### src/rtl/ahb_pkg.sv
// Shared AHB-Lite encodings used by the master-side arbiter and its helpers.
package ahb_pkg;

    localparam logic [1:0] HTRANS_IDLE   = 2'b00;
    localparam logic [1:0] HTRANS_BUSY   = 2'b01;
    localparam logic [1:0] HTRANS_NONSEQ = 2'b10;
    localparam logic [1:0] HTRANS_SEQ    = 2'b11;

    typedef enum logic [1:0] {
        ARB_PARK     = 2'b00,
        ARB_OWN      = 2'b01,
        ARB_HANDOVER = 2'b10
    } arb_state_t;

endpackage

### src/rtl/rr_arbiter.sv
// Combinational round-robin picker: first set bit of req scanning from ptr upward, wrapping.
module rr_arbiter #(
    parameter int NUM_MASTERS = 2,
    parameter int MIDX_W      = 1
) (
    input  logic [NUM_MASTERS-1:0] req,
    input  logic [MIDX_W-1:0]      ptr,
    output logic [MIDX_W-1:0]      winner,
    output logic                   any_req
);

    logic [2*NUM_MASTERS-1:0] dbl;
    logic [NUM_MASTERS-1:0]   rot;
    int                       sum;

    always_comb begin
        dbl     = {req, req} >> ptr;
        rot     = dbl[NUM_MASTERS-1:0];
        winner  = '0;
        any_req = 1'b0;
        sum     = 0;
        for (int i = 0; i < NUM_MASTERS; i++) begin
            if (!any_req && rot[i]) begin
                any_req = 1'b1;
                sum     = int'(ptr) + i;
                if (sum >= NUM_MASTERS) sum = sum - NUM_MASTERS;
                winner  = MIDX_W'(sum);
            end
        end
    end

endmodule

### src/rtl/ahb2apb_master_arbiter.sv
// Shares one ahb2apb_bridge slave port between several AHB-Lite masters with
// round-robin arbitration and a hold limit per owner.
//
//   state        | meaning
//   ARB_PARK     | owner not requesting, grant parked on last owner
//   ARB_OWN      | owner requesting and holding the bridge
//   ARB_HANDOVER | grant just moved; new owner's first address phase
module ahb2apb_master_arbiter
    import ahb_pkg::*;
#(
    parameter int NUM_MASTERS = 2,
    parameter int MIDX_W      = 1,
    parameter int ADDRWIDTH   = 16,
    parameter int DATAWIDTH   = 32,
    parameter int MAX_HOLD    = 16
) (
    input  logic                             HCLK,
    input  logic                             HRESETn,
    input  logic [NUM_MASTERS-1:0]           M_HBUSREQ,
    input  logic [NUM_MASTERS*ADDRWIDTH-1:0] M_HADDR,
    input  logic [NUM_MASTERS*2-1:0]         M_HTRANS,
    input  logic [NUM_MASTERS-1:0]           M_HWRITE,
    input  logic [NUM_MASTERS*3-1:0]         M_HSIZE,
    input  logic [NUM_MASTERS*4-1:0]         M_HPROT,
    input  logic [NUM_MASTERS*DATAWIDTH-1:0] M_HWDATA,
    output logic [NUM_MASTERS-1:0]           M_HGRANT,
    output logic [MIDX_W-1:0]                HMASTER,
    output logic                             HREADY_M,
    output logic [DATAWIDTH-1:0]             HRDATA_M,
    output logic                             HRESP_M,
    output logic                             B_HSEL,
    output logic [ADDRWIDTH-1:0]             B_HADDR,
    output logic                             B_HWRITE,
    output logic [2:0]                       B_HSIZE,
    output logic [1:0]                       B_HTRANS,
    output logic [3:0]                       B_HPROT,
    output logic [DATAWIDTH-1:0]             B_HWDATA,
    output logic                             B_HREADY,
    input  logic                             B_HREADYOUT,
    input  logic [DATAWIDTH-1:0]             B_HRDATA,
    input  logic                             B_HRESP
);

    localparam int HOLD_W = $clog2(MAX_HOLD + 1);
    localparam logic [HOLD_W-1:0] HOLD_LAST = HOLD_W'(MAX_HOLD - 1);

    arb_state_t             state;
    logic [MIDX_W-1:0]      g;
    logic [MIDX_W-1:0]      rr_ptr;
    logic [MIDX_W-1:0]      data_owner;
    logic                   data_valid;
    logic [HOLD_W-1:0]      hold_cnt;

    logic [NUM_MASTERS-1:0] g_onehot;
    logic [NUM_MASTERS-1:0] arb_req;
    logic [1:0]             g_trans;
    logic                   g_req;
    logic                   other_req;
    logic                   burst_locked;
    logic                   rearb;
    logic                   change;
    logic [MIDX_W-1:0]      winner;
    logic [MIDX_W-1:0]      next_ptr;
    logic                   any_req;

    // Address phase from the grant register, write data from the registered data-phase owner.
    always_comb begin
        g_onehot = '0;
        g_trans  = HTRANS_IDLE;
        B_HADDR  = '0;
        B_HWRITE = 1'b0;
        B_HSIZE  = '0;
        B_HPROT  = '0;
        B_HWDATA = '0;
        for (int i = 0; i < NUM_MASTERS; i++) begin
            if (MIDX_W'(i) == g) begin
                g_onehot[i] = 1'b1;
                g_trans     = M_HTRANS[i*2 +: 2];
                B_HADDR     = M_HADDR[i*ADDRWIDTH +: ADDRWIDTH];
                B_HWRITE    = M_HWRITE[i];
                B_HSIZE     = M_HSIZE[i*3 +: 3];
                B_HPROT     = M_HPROT[i*4 +: 4];
            end
            if (MIDX_W'(i) == data_owner) begin
                B_HWDATA = M_HWDATA[i*DATAWIDTH +: DATAWIDTH];
            end
        end
    end

    assign B_HTRANS = g_trans;
    assign B_HSEL   = g_trans[1];
    assign B_HREADY = B_HREADYOUT;
    assign HREADY_M = B_HREADYOUT;
    assign HRDATA_M = B_HRDATA;
    assign HRESP_M  = B_HRESP;
    assign M_HGRANT = g_onehot;
    assign HMASTER  = g;

    // The current owner is masked out so a hold-limit handover always moves the grant.
    assign arb_req      = M_HBUSREQ & ~g_onehot;
    assign g_req        = |(M_HBUSREQ & g_onehot);
    assign other_req    = |arb_req;
    assign burst_locked = (g_trans == HTRANS_SEQ) || (g_trans == HTRANS_BUSY);
    assign rearb        = (state != ARB_HANDOVER) && !burst_locked &&
                          (!g_req || ((hold_cnt == HOLD_LAST) && other_req));
    assign change       = rearb && any_req;
    assign next_ptr     = (winner == MIDX_W'(NUM_MASTERS - 1)) ? '0 : winner + 1'b1;

    rr_arbiter #(
        .NUM_MASTERS (NUM_MASTERS),
        .MIDX_W      (MIDX_W)
    ) u_rr_arbiter (
        .req     (arb_req),
        .ptr     (rr_ptr),
        .winner  (winner),
        .any_req (any_req)
    );

    always_ff @(posedge HCLK or negedge HRESETn) begin
        if (!HRESETn) begin
            state      <= ARB_PARK;
            g          <= '0;
            rr_ptr     <= '0;
            data_owner <= '0;
            data_valid <= 1'b0;
            hold_cnt   <= '0;
        end else if (B_HREADYOUT) begin
            data_owner <= g;
            data_valid <= g_trans[1];
            if (change) begin
                g        <= winner;
                rr_ptr   <= next_ptr;
                hold_cnt <= '0;
                state    <= ARB_HANDOVER;
            end else begin
                if (g_trans[1] && (hold_cnt != HOLD_LAST)) begin
                    hold_cnt <= hold_cnt + HOLD_W'(1);
                end
                state <= g_req ? ARB_OWN : ARB_PARK;
            end
        end
    end

endmodule

### config.mk
export PLATFORM = sky130hd
export DESIGN_NAME = ahb2apb_master_arbiter
export DESIGN_NICKNAME = d
export VERILOG_FILES = /design/src/rtl/ahb_pkg.sv /design/src/rtl/rr_arbiter.sv /design/src/rtl/ahb2apb_master_arbiter.sv
export SDC_FILE = /design/constraint.sdc
export NUM_CORES = 1
export LEC_CHECK = 0
export CORE_AREA = 2 2 97 99
export DETAILED_ROUTE_END_ITERATION = 7
export DIE_AREA = 0 0 99 101
export HOLD_SLACK_MARGIN = 0.08
export PLACE_DENSITY = 0.67
export SYNTH_ARGS = -nofsm -noshare
export SYNTH_HDL_FRONTEND = slang
export SYNTH_HIERARCHICAL = 1
export SYNTH_SLANG_ARGS = --single-unit
### constraint.sdc
create_clock -name HCLK -period 2.5 [get_ports HCLK]
set_clock_uncertainty 0.15 [all_clocks]
set_input_delay 0.75 -clock HCLK [delete_from_list [all_inputs] [get_ports HCLK]]
set_output_delay 0.75 -clock HCLK [all_outputs]
set_load 0.02 [all_outputs]
Yosys cells after proc, flatten, opt, wreduce, memory -nomap -nowiden. Index checks and enable logic that the tools add are counted. W data, S select, Z words.

Register bits: 10. Word-level logic and storage cells: 56. Input bits: 154. Output and inout port bits: 97.

Bitwise operators: 3. $lt $le $gt $ge: 2. Reductions and logical operators: 16. Equal/unequal tests: 5. Muxes and demuxes: 19. Shift operators: 1. Add/sub/neg operators: 5.

Operator list (number): $mux W32 (1); $mux W16 (1); $mux W1 (11); $mux W5 (2); $logic_and A1 B1 Y1 (6); $add A5 B1 Y5 const B (1); $eq A5 B4 Y1 const B (1); $ne A5 B4 Y1 const B (1); $and A2 B2 Y2 (2); $mux W2 (2); $mux W4 (1); $reduce_and A2 Y1 (2); $reduce_or A2 Y1 (2); $shr A4 B1 Y2 (1); $logic_not A1 Y1 (3); $mux W3 (1); $add A1 B1 Y2 const B (1); $eq A2 B1 Y1 const B (1); $eq A2 B2 Y1 const B (1); $ge A1 B2 Y1 const B (1); $ge A2 B2 Y1 const B (1); $logic_or A1 B1 Y1 (2); $ne A2 B2 Y1 const B (1); $not A2 Y2 (1); other kinds (3) (4).

Longest topological paths before layout. Gate-level depths: netlist of the first run.

Word-level depth: 11. Gate-level depth with buffers: 8. Depth with buffers taken out: 7.

Cells and area by module. The synthesis of the first run kept the hierarchy.

Modules (own cells, without submodules): ahb2apb_master_arbiter (times used 1, area an instance 1585.3 sq um, sequential area each 250.2 sq um, cells each 160); rr_arbiter (times used 1, area an instance 17.5 sq um, sequential area each 0.0 sq um, cells each 3).

Worst setup path before layout of the first run. Ideal clock, no wire load.

Path type: register -> output. Start: register g, in the netlist HMASTER. End: output B_HADDR[15]. Cell stages (with the launch flop): 4. Data required time: 1.600 ns. Path slack: 0.194 ns. Path buffers: 2. Arrival: 1.406 ns. Cells stage by stage: dfrtp_1 -> buf_6 -> clkbuf_1 -> mux2_2.

Cells in the longest elaborated chain, start to end: 1.

RTL lines: start, declared (RTL line ahb2apb_master_arbiter.sv:48) `logic [MIDX_W-1:0] g;`; start signal, assigned (RTL line ahb2apb_master_arbiter.sv:131) `g <= winner;`; $mux W16 (RTL line ahb2apb_master_arbiter.sv:76) `if (MIDX_W'(i) == g) begin`; end, declared (RTL line ahb2apb_master_arbiter.sv:32) `output logic [ADDRWIDTH-1:0] B_HADDR,`.

Every way passes these cells.

Worst setup path after layout of the first run.
Start: input M_HSIZE[4]. End: output B_HSIZE[1].

Cells in the longest elaborated chain, start to end: 1.

RTL lines: start, declared (RTL line ahb2apb_master_arbiter.sv:23) `input logic [NUM_MASTERS*3-1:0] M_HSIZE,`; $mux W3 (RTL line ahb2apb_master_arbiter.sv:76); end, declared (RTL line ahb2apb_master_arbiter.sv:34) `output logic [2:0] B_HSIZE,`.

Every way passes these cells.

==> impl_metrics.json, run 1 <==
{
  "hold_viol": 0,
  "ys_types": 30,
  "whs_ps": 356,
  "synth_largest_area_cell": "mux2_2",
  "nFillCells": 919,
  "yosys-top-cells-count": "59 x mux2_2, 37 x buf_4, 10 x dfrtp_1, 8 x clkbuf_1, 8 x inv_1",
  "syn_nets": 319,
  "core_area_sq_um": 8980,
  "finalSetupTns_ps": 0,
  "clkTransAtPathRegs_ps": 50,
  "dp.cells": 418,
  "power_density_nw_per_um2": 754,
  "slew_violations": 0,
  "place.gp.congestion": 0.809,
  "hold_class": "reg2reg",
  "port_buffers": 184,
  "die-height_um": 101,
  "seq_area_frac_synth": 0.156,
  "syn_inst": 163,
  "ff_latch_area_sq_um": 250,
  "finalSetupViolations": 0,
  "routed_wl_um": 5810,
  "multi_input_area_sq_um": 1010,
  "drc": 0,
  "instances_no_fill": 422,
  "cts_buffer_depth": 2,
  "yosys-top-cells-area": "mux2_2 41%, buf_4 17%, dfrtp_1 16%",
  "num_io_pins": 251,
  "dieWidth_um": 99,
  "endpoint": "B_HSIZE[1]",
  "nets": 468,
  "dieArea_sq_um": 10000,
  "rr_worst_depth": 7,
  "yosys_most_used_dff": "dfrtp_1",
  "rows": 35,
  "rr_endpoint": "hold_cnt[1]",
  "fin_crit_sh": 0.996,
  "avgSynthCellArea_sq_um": 9.83,
  "ctsRootBufferMaster": "clkbuf_8",
  "drt-initial-drc-count": 22,
  "r2r_setup_slack_ps": 140,
  "grt_pass1_wl_um": 8400,
  "fin_ws_ps": 11.2,
  "min_period_ps": 2490,
  "grt-ovfl-total": 0,
  "cts_buffers": 3,
  "synth_seq_cells": 10,
  "required_ps": 1600,
  "start_util": 0.179,
  "cts.sinks": 10,
  "synthArstFlopShare": 1.00,
  "path_max_fanout": 1,
  "slew_headroom": 0.682,
  "viasPerCell": 4.10,
  "cp-end-kind": "output port",
  "vdd_ir_drop_max_mv": 0.283,
  "post_dp_cell_area_sq_um": 3340,
  "clk_latency_ps": 240,
  "antennaDiodeCount": 0,
  "tritoncts": "yes",
  "p_leak_nw": 1.36,
  "synth_warnings": 6,
  "h-tree-depth": 1,
  "cts_hold_buf": 0,
  "first_global_vias": 1696,
  "max_freq_ghz": 0.402,
  "r2r_start": "hold_cnt[0]",
  "yosys.area.top_type_share": 0.415,
  "area_growth_pct": 97.9,
  "antenna_found_initial": 0,
  "maxCapViolations": 0,
  "worstMarginPinSlew_ps": 476,
  "place_hpwl_um": 4970,
  "ant_nets": 0,
  "crit_type": "in2out",
  "status": "finished, final reports clean",
  "final_cell_area_sq_um": 3170,
  "synth.cell_area_sq_um": 1600,
  "start_kind": "input pin",
  "grt_max_degree": 37,
  "dr_total_vias": 1731,
  "drive_above_1_share": 0.444,
  "cp-startpoint": "M_HSIZE[4]",
  "synth_edf_count": 0,
  "track_usage": 0.101,
  "synth_most_common_cell": "mux2_2",
  "first_pass_iters": 4,
  "wl_per_cell_um": 13.8,
  "dp_slack_ps": -399,
  "cp_data_arrival_time_ps": 1590
}
## layout make-up
cell class / instances / share of cell area
flip-flops and latches: 10 / 0.0789
multi-input cells: 98 / 0.317
inverters: 8 / 0.00947
repair buffers: 191 / 0.533
clock buffers: 4 / 0.0174
well taps: 111 / 0.0438
## critical path, stage by stage
cell             delay, ps
clkdlybuf4s50_1        420
mux2_2                 260
buf_2                  160
## routing by layer
layer / global-route usage / routed length (um) / vias up / share of wire
li1: - / - / 842 / -
met1: 0.108 / 2010 / 807 / 0.35
met2: 0.196 / 3300 / 70 / 0.57
met3: 0.0312 / 423 / 12 / 0.073
met4: 0.0200 / 73 / 0 / 0.013
met5: 0 / 0 / - / 0
## how the worst min path moves through the flow
stage,startpoint,endpoint,cells past startpoint,slack [ps]
after floorplan,HRESETn,HMASTER,0,300
after global placement,state[0],state[0],1,350
after detailed placement,hold_cnt[4],hold_cnt[4],1,350
after CTS,hold_cnt[4],hold_cnt[4],1,360
after global routing,hold_cnt[4],hold_cnt[4],1,390
final,hold_cnt[4],hold_cnt[4],1,360
## power breakdown
part	switching, mW	internal, mW
Combinational	0.923	0.977
Sequential	0.0558	0.235
Clock	0.0637	0.138
## layout by cell type (no fill, tap or decap), types with 2 or more instances in the layout
cell               n
a211oi_1           2
buf_6              9
buf_12             2
inv_1              8
buf_4              8
mux2_2            57
dlygate4sd2_1      3
ha_1               2
buf_2             47
nand2_1            3
a221o_1            4
dfrtp_1           10
mux2i_1            2
a21oi_1            4
clkbuf_8           4
clkdlybuf4s50_1  118
mux2_4             4
a21boi_0           2
clkdlybuf4s15_2    2
nor2b_1            3
nand4b_1           2
dlymetal6s2s_1     2
## metrics by stage
step | power, mW | util
2_1_floorplan | 1.58 | -
3_3_place_gp | 2.38 | 0.372
3_5_place_dp | 2.41 | 0.372
4_1_cts | 2.38 | 0.348
5_1_grt | 2.55 | 0.353
6_report | 2.39 | 0.353
## sequential cells by signal, indices dropped and copies added (netlist names)
name / count
HMASTER: 1
data_owner: 1
hold_cnt: 5
rr_ptr: 1
state: 2
## logic make-up (layout without fill, tap and decap cells)
kind of cell | after synthesis | after routing | synth area share
flip-flops | 10 | 10 | 0.156
AND/OR/NAND/NOR | 14 | 14 | 0.0578
multiplexers | 63 | 63 | 0.446
buffers and inverters | 55 | 203 | 0.221
AO/OA/AOI/OAI | 19 | 19 | 0.104
adder cells (fa/ha/maj) | 2 | 2 | 0.0156
## repair_timing
item                                    4_1_cts  5_1_grt
hold endpoints to repair                      0        0
endpoints found under the setup margin       61       10
setup buffers                                 0        0
resized for setup                           254       17
cloned                                        0        0
No activity file was read; power rests on OpenSTA's default activity.
==> run 2, diff against run 1 <==
--- a/config.mk
+++ b/config.mk
@@ -9,7 +9,7 @@
 export DETAILED_ROUTE_END_ITERATION = 7
 export DIE_AREA = 0 0 99 101
 export HOLD_SLACK_MARGIN = 0.08
-export PLACE_DENSITY = 0.67
+export PLACE_DENSITY = 0.68
 export SYNTH_ARGS = -nofsm -noshare
 export SYNTH_HDL_FRONTEND = slang
 export SYNTH_HIERARCHICAL = 1
==> impl_metrics.json, run 2 (same netlist as run 1, synthesis figures left out) <==
{
  "path_max_fanout": 1,
  "vdd_ir_drop_max_mv": 0.315,
  "antenna_found_initial": 0,
  "max_freq_ghz": 0.404,
  "cts_buffers": 3,
  "cp_slowest_cell": "clkdlybuf4s50_1",
  "rr_worst_depth": 7,
  "core_area_sq_um": 8980,
  "place_hpwl_um": 4890,
  "drive_above_1_share": 0.447,
  "clkTransAtPathRegs_ps": 50,
  "num_io_pins": 251,
  "largest_reg_flops": 5,
  "p_sw_mw": 1.06,
  "h-tree-depth": 1,
  "hold_class": "reg2reg",
  "whs_path_depth": 1,
  "path_buf_inv": 2,
  "dp_slack_ps": -393,
  "fin_crit_sh": 0.991,
  "viasPerCell": 4.14,
  "tritoncts": "yes",
  "status": "finished, final reports clean",
  "slew_headroom": 0.711,
  "power_density_nw_per_um2": 763,
  "drc": 0,
  "r2r_setup_slack_ps": 130,
  "multi_input_area_sq_um": 1010,
  "nFillCells": 914,
  "dp.cells": 419,
  "cts_buffer_depth": 2,
  "clk_latency_ps": 240,
  "ff_latch_area_sq_um": 250,
  "grt_pass1_wl_um": 8600,
  "slew_violations": 0,
  "hold_viol": 0,
  "drt-initial-drc-count": 42,
  "start_util": 0.179,
  "clkPwrFrac": 0.083,
  "cp-end-kind": "output port",
  "rsz0062_at_grt": "false",
  "p_leak_nw": 1.40,
  "first_global_vias": 1787,
  "wl_per_cell_um": 13.7,
  "hold_end": "state[0]",
  "port_buffers": 184,
  "combPwrFrac": 0.797,
  "track_usage": 0.103,
  "dieArea_sq_um": 10000,
  "grt_max_degree": 35,
  "min_period_ps": 2480,
  "r2r_start": "hold_cnt[0]",
  "report.power.total_mw": 2.46,
  "area_growth_pct": 101,
  "cts.sinks": 10,
  "start_kind": "input pin",
  "cp_data_arrival_time_ps": 1580,
  "rows": 35,
  "dieWidth_um": 99,
  "maxCapViolations": 0,
  "layout_commonest_cell": "clkdlybuf4s50_1",
  "first_pass_iters": 4,
  "finalSetupViolations": 0,
  "cp-startpoint": "M_HWDATA[49]",
  "place.gp.congestion": 0.797,
  "crit_type": "in2out",
  "crit_family": "buffers and inverters",
  "pwr-share-seq": 0.120,
  "ctsRootBufferMaster": "clkbuf_8",
  "ant_nets": 0,
  "required_ps": 1600,
  "sw_frac_of_total": 0.430,
  "nets": 470,
  "cp_cell_sequence": "clkdlybuf4s50_1 -> mux2_2 -> buf_2",
  "worstMarginPinSlew_ps": 433,
  "fin_ws_ps": 22.4,
  "antennaDiodeCount": 0,
  "cts_hold_buf": 0,
  "hp-start": "state[0]",
  "intPower_mw": 1.40,
  "instances_no_fill": 424,
  "top_regs": "hold_cnt: 5 flops, state: 2 flops",
  "layout_common_cells": "117 x clkdlybuf4s50_1, 57 x mux2_2, 39 x buf_2",
  "die-height_um": 101,
  "regMostFlops": "hold_cnt",
  "rr_endpoint": "hold_cnt[1]",
  "routed_wl_um": 5790,
  "dr_total_vias": 1757,
  "critPathMaxStageDelay_ps": 410,
  "grt-ovfl-total": 0
}
==> run 2: worst reg2reg max path, stage by stage, from the launching register on <==
cell and delay (ps):
dfrtp_1 400, ha_1 230, and3_1 190, ha_1 250
a21bo_2 230, o221a_2 320, a211oi_2 330, a221o_1 210
==> run 2: power by group through the flow <==
stage                     logic (mW)  registers [mW]  clock network, mW
after floorplan                 1.30           0.284                  0
after global routing            2.10           0.302              0.226
final                           1.96           0.294              0.205
after detailed placement        2.13           0.291                  0
after global placement          2.10           0.290                  0
after CTS                       1.88           0.293              0.213
==> run 2: per-stage QoR <==
| stage | setup TNS (ps) | area, sq um | hold WS [ps] | util |
|---|---|---|---|---|
| 3_5_place_dp | -22190 | 3340 | 353 | 0.373 |
| 3_3_place_gp | -21540 | 3340 | 350 | 0.373 |
| 2_1_floorplan | 0 | 1600 | 304 | - |
| 6_report | 0 | 3220 | 368 | 0.359 |
| 4_1_cts | -107 | 3110 | 371 | 0.346 |
| 5_1_grt | 0 | 3220 | 403 | 0.359 |
==> run 2: layer usage <==
metal | up-vias | track usage | wire length [um]
met4 | 0 | 0.0253 | 81
li1 | 844 | - | -
met1 | 816 | 0.110 | 2000
met2 | 84 | 0.200 | 3290
met3 | 13 | 0.0291 | 418
met5 | - | 0 | 0
==> run 2: worst max-delay path by stage <==
| stage | endpoint | slack (ps) | cells after the start |
|---|---|---|---|
| 6_report | B_HWDATA[17] | 20 | 3 |
| 5_1_grt | B_HWDATA[17] | 0.4 | 3 |
| 4_1_cts | HREADY_M | -50 | 2 |
| 3_5_place_dp | B_HWDATA[28] | -390 | 3 |
| 3_3_place_gp | B_HWDATA[15] | -400 | 3 |
| 2_1_floorplan | B_HADDR[15] | 190 | 3 |
==> run 2: cell type report <==
class | count | area share
Timing Repair Buffer | 193 | 0.541
Multi-Input combinational cell | 98 | 0.312
Sequential cell | 10 | 0.0776
Tap cell | 111 | 0.0431
Clock buffer | 4 | 0.0171
Inverter | 8 | 0.00932
==> run 2: what timing repair did <==
item / CTS / global route
setup endpoints to repair: 61 / 19
setup buffers: 0 / 1
gates resized for setup: 244 / 43
endpoints found under the hold margin: 0 / 0
pin swaps: 0 / 0
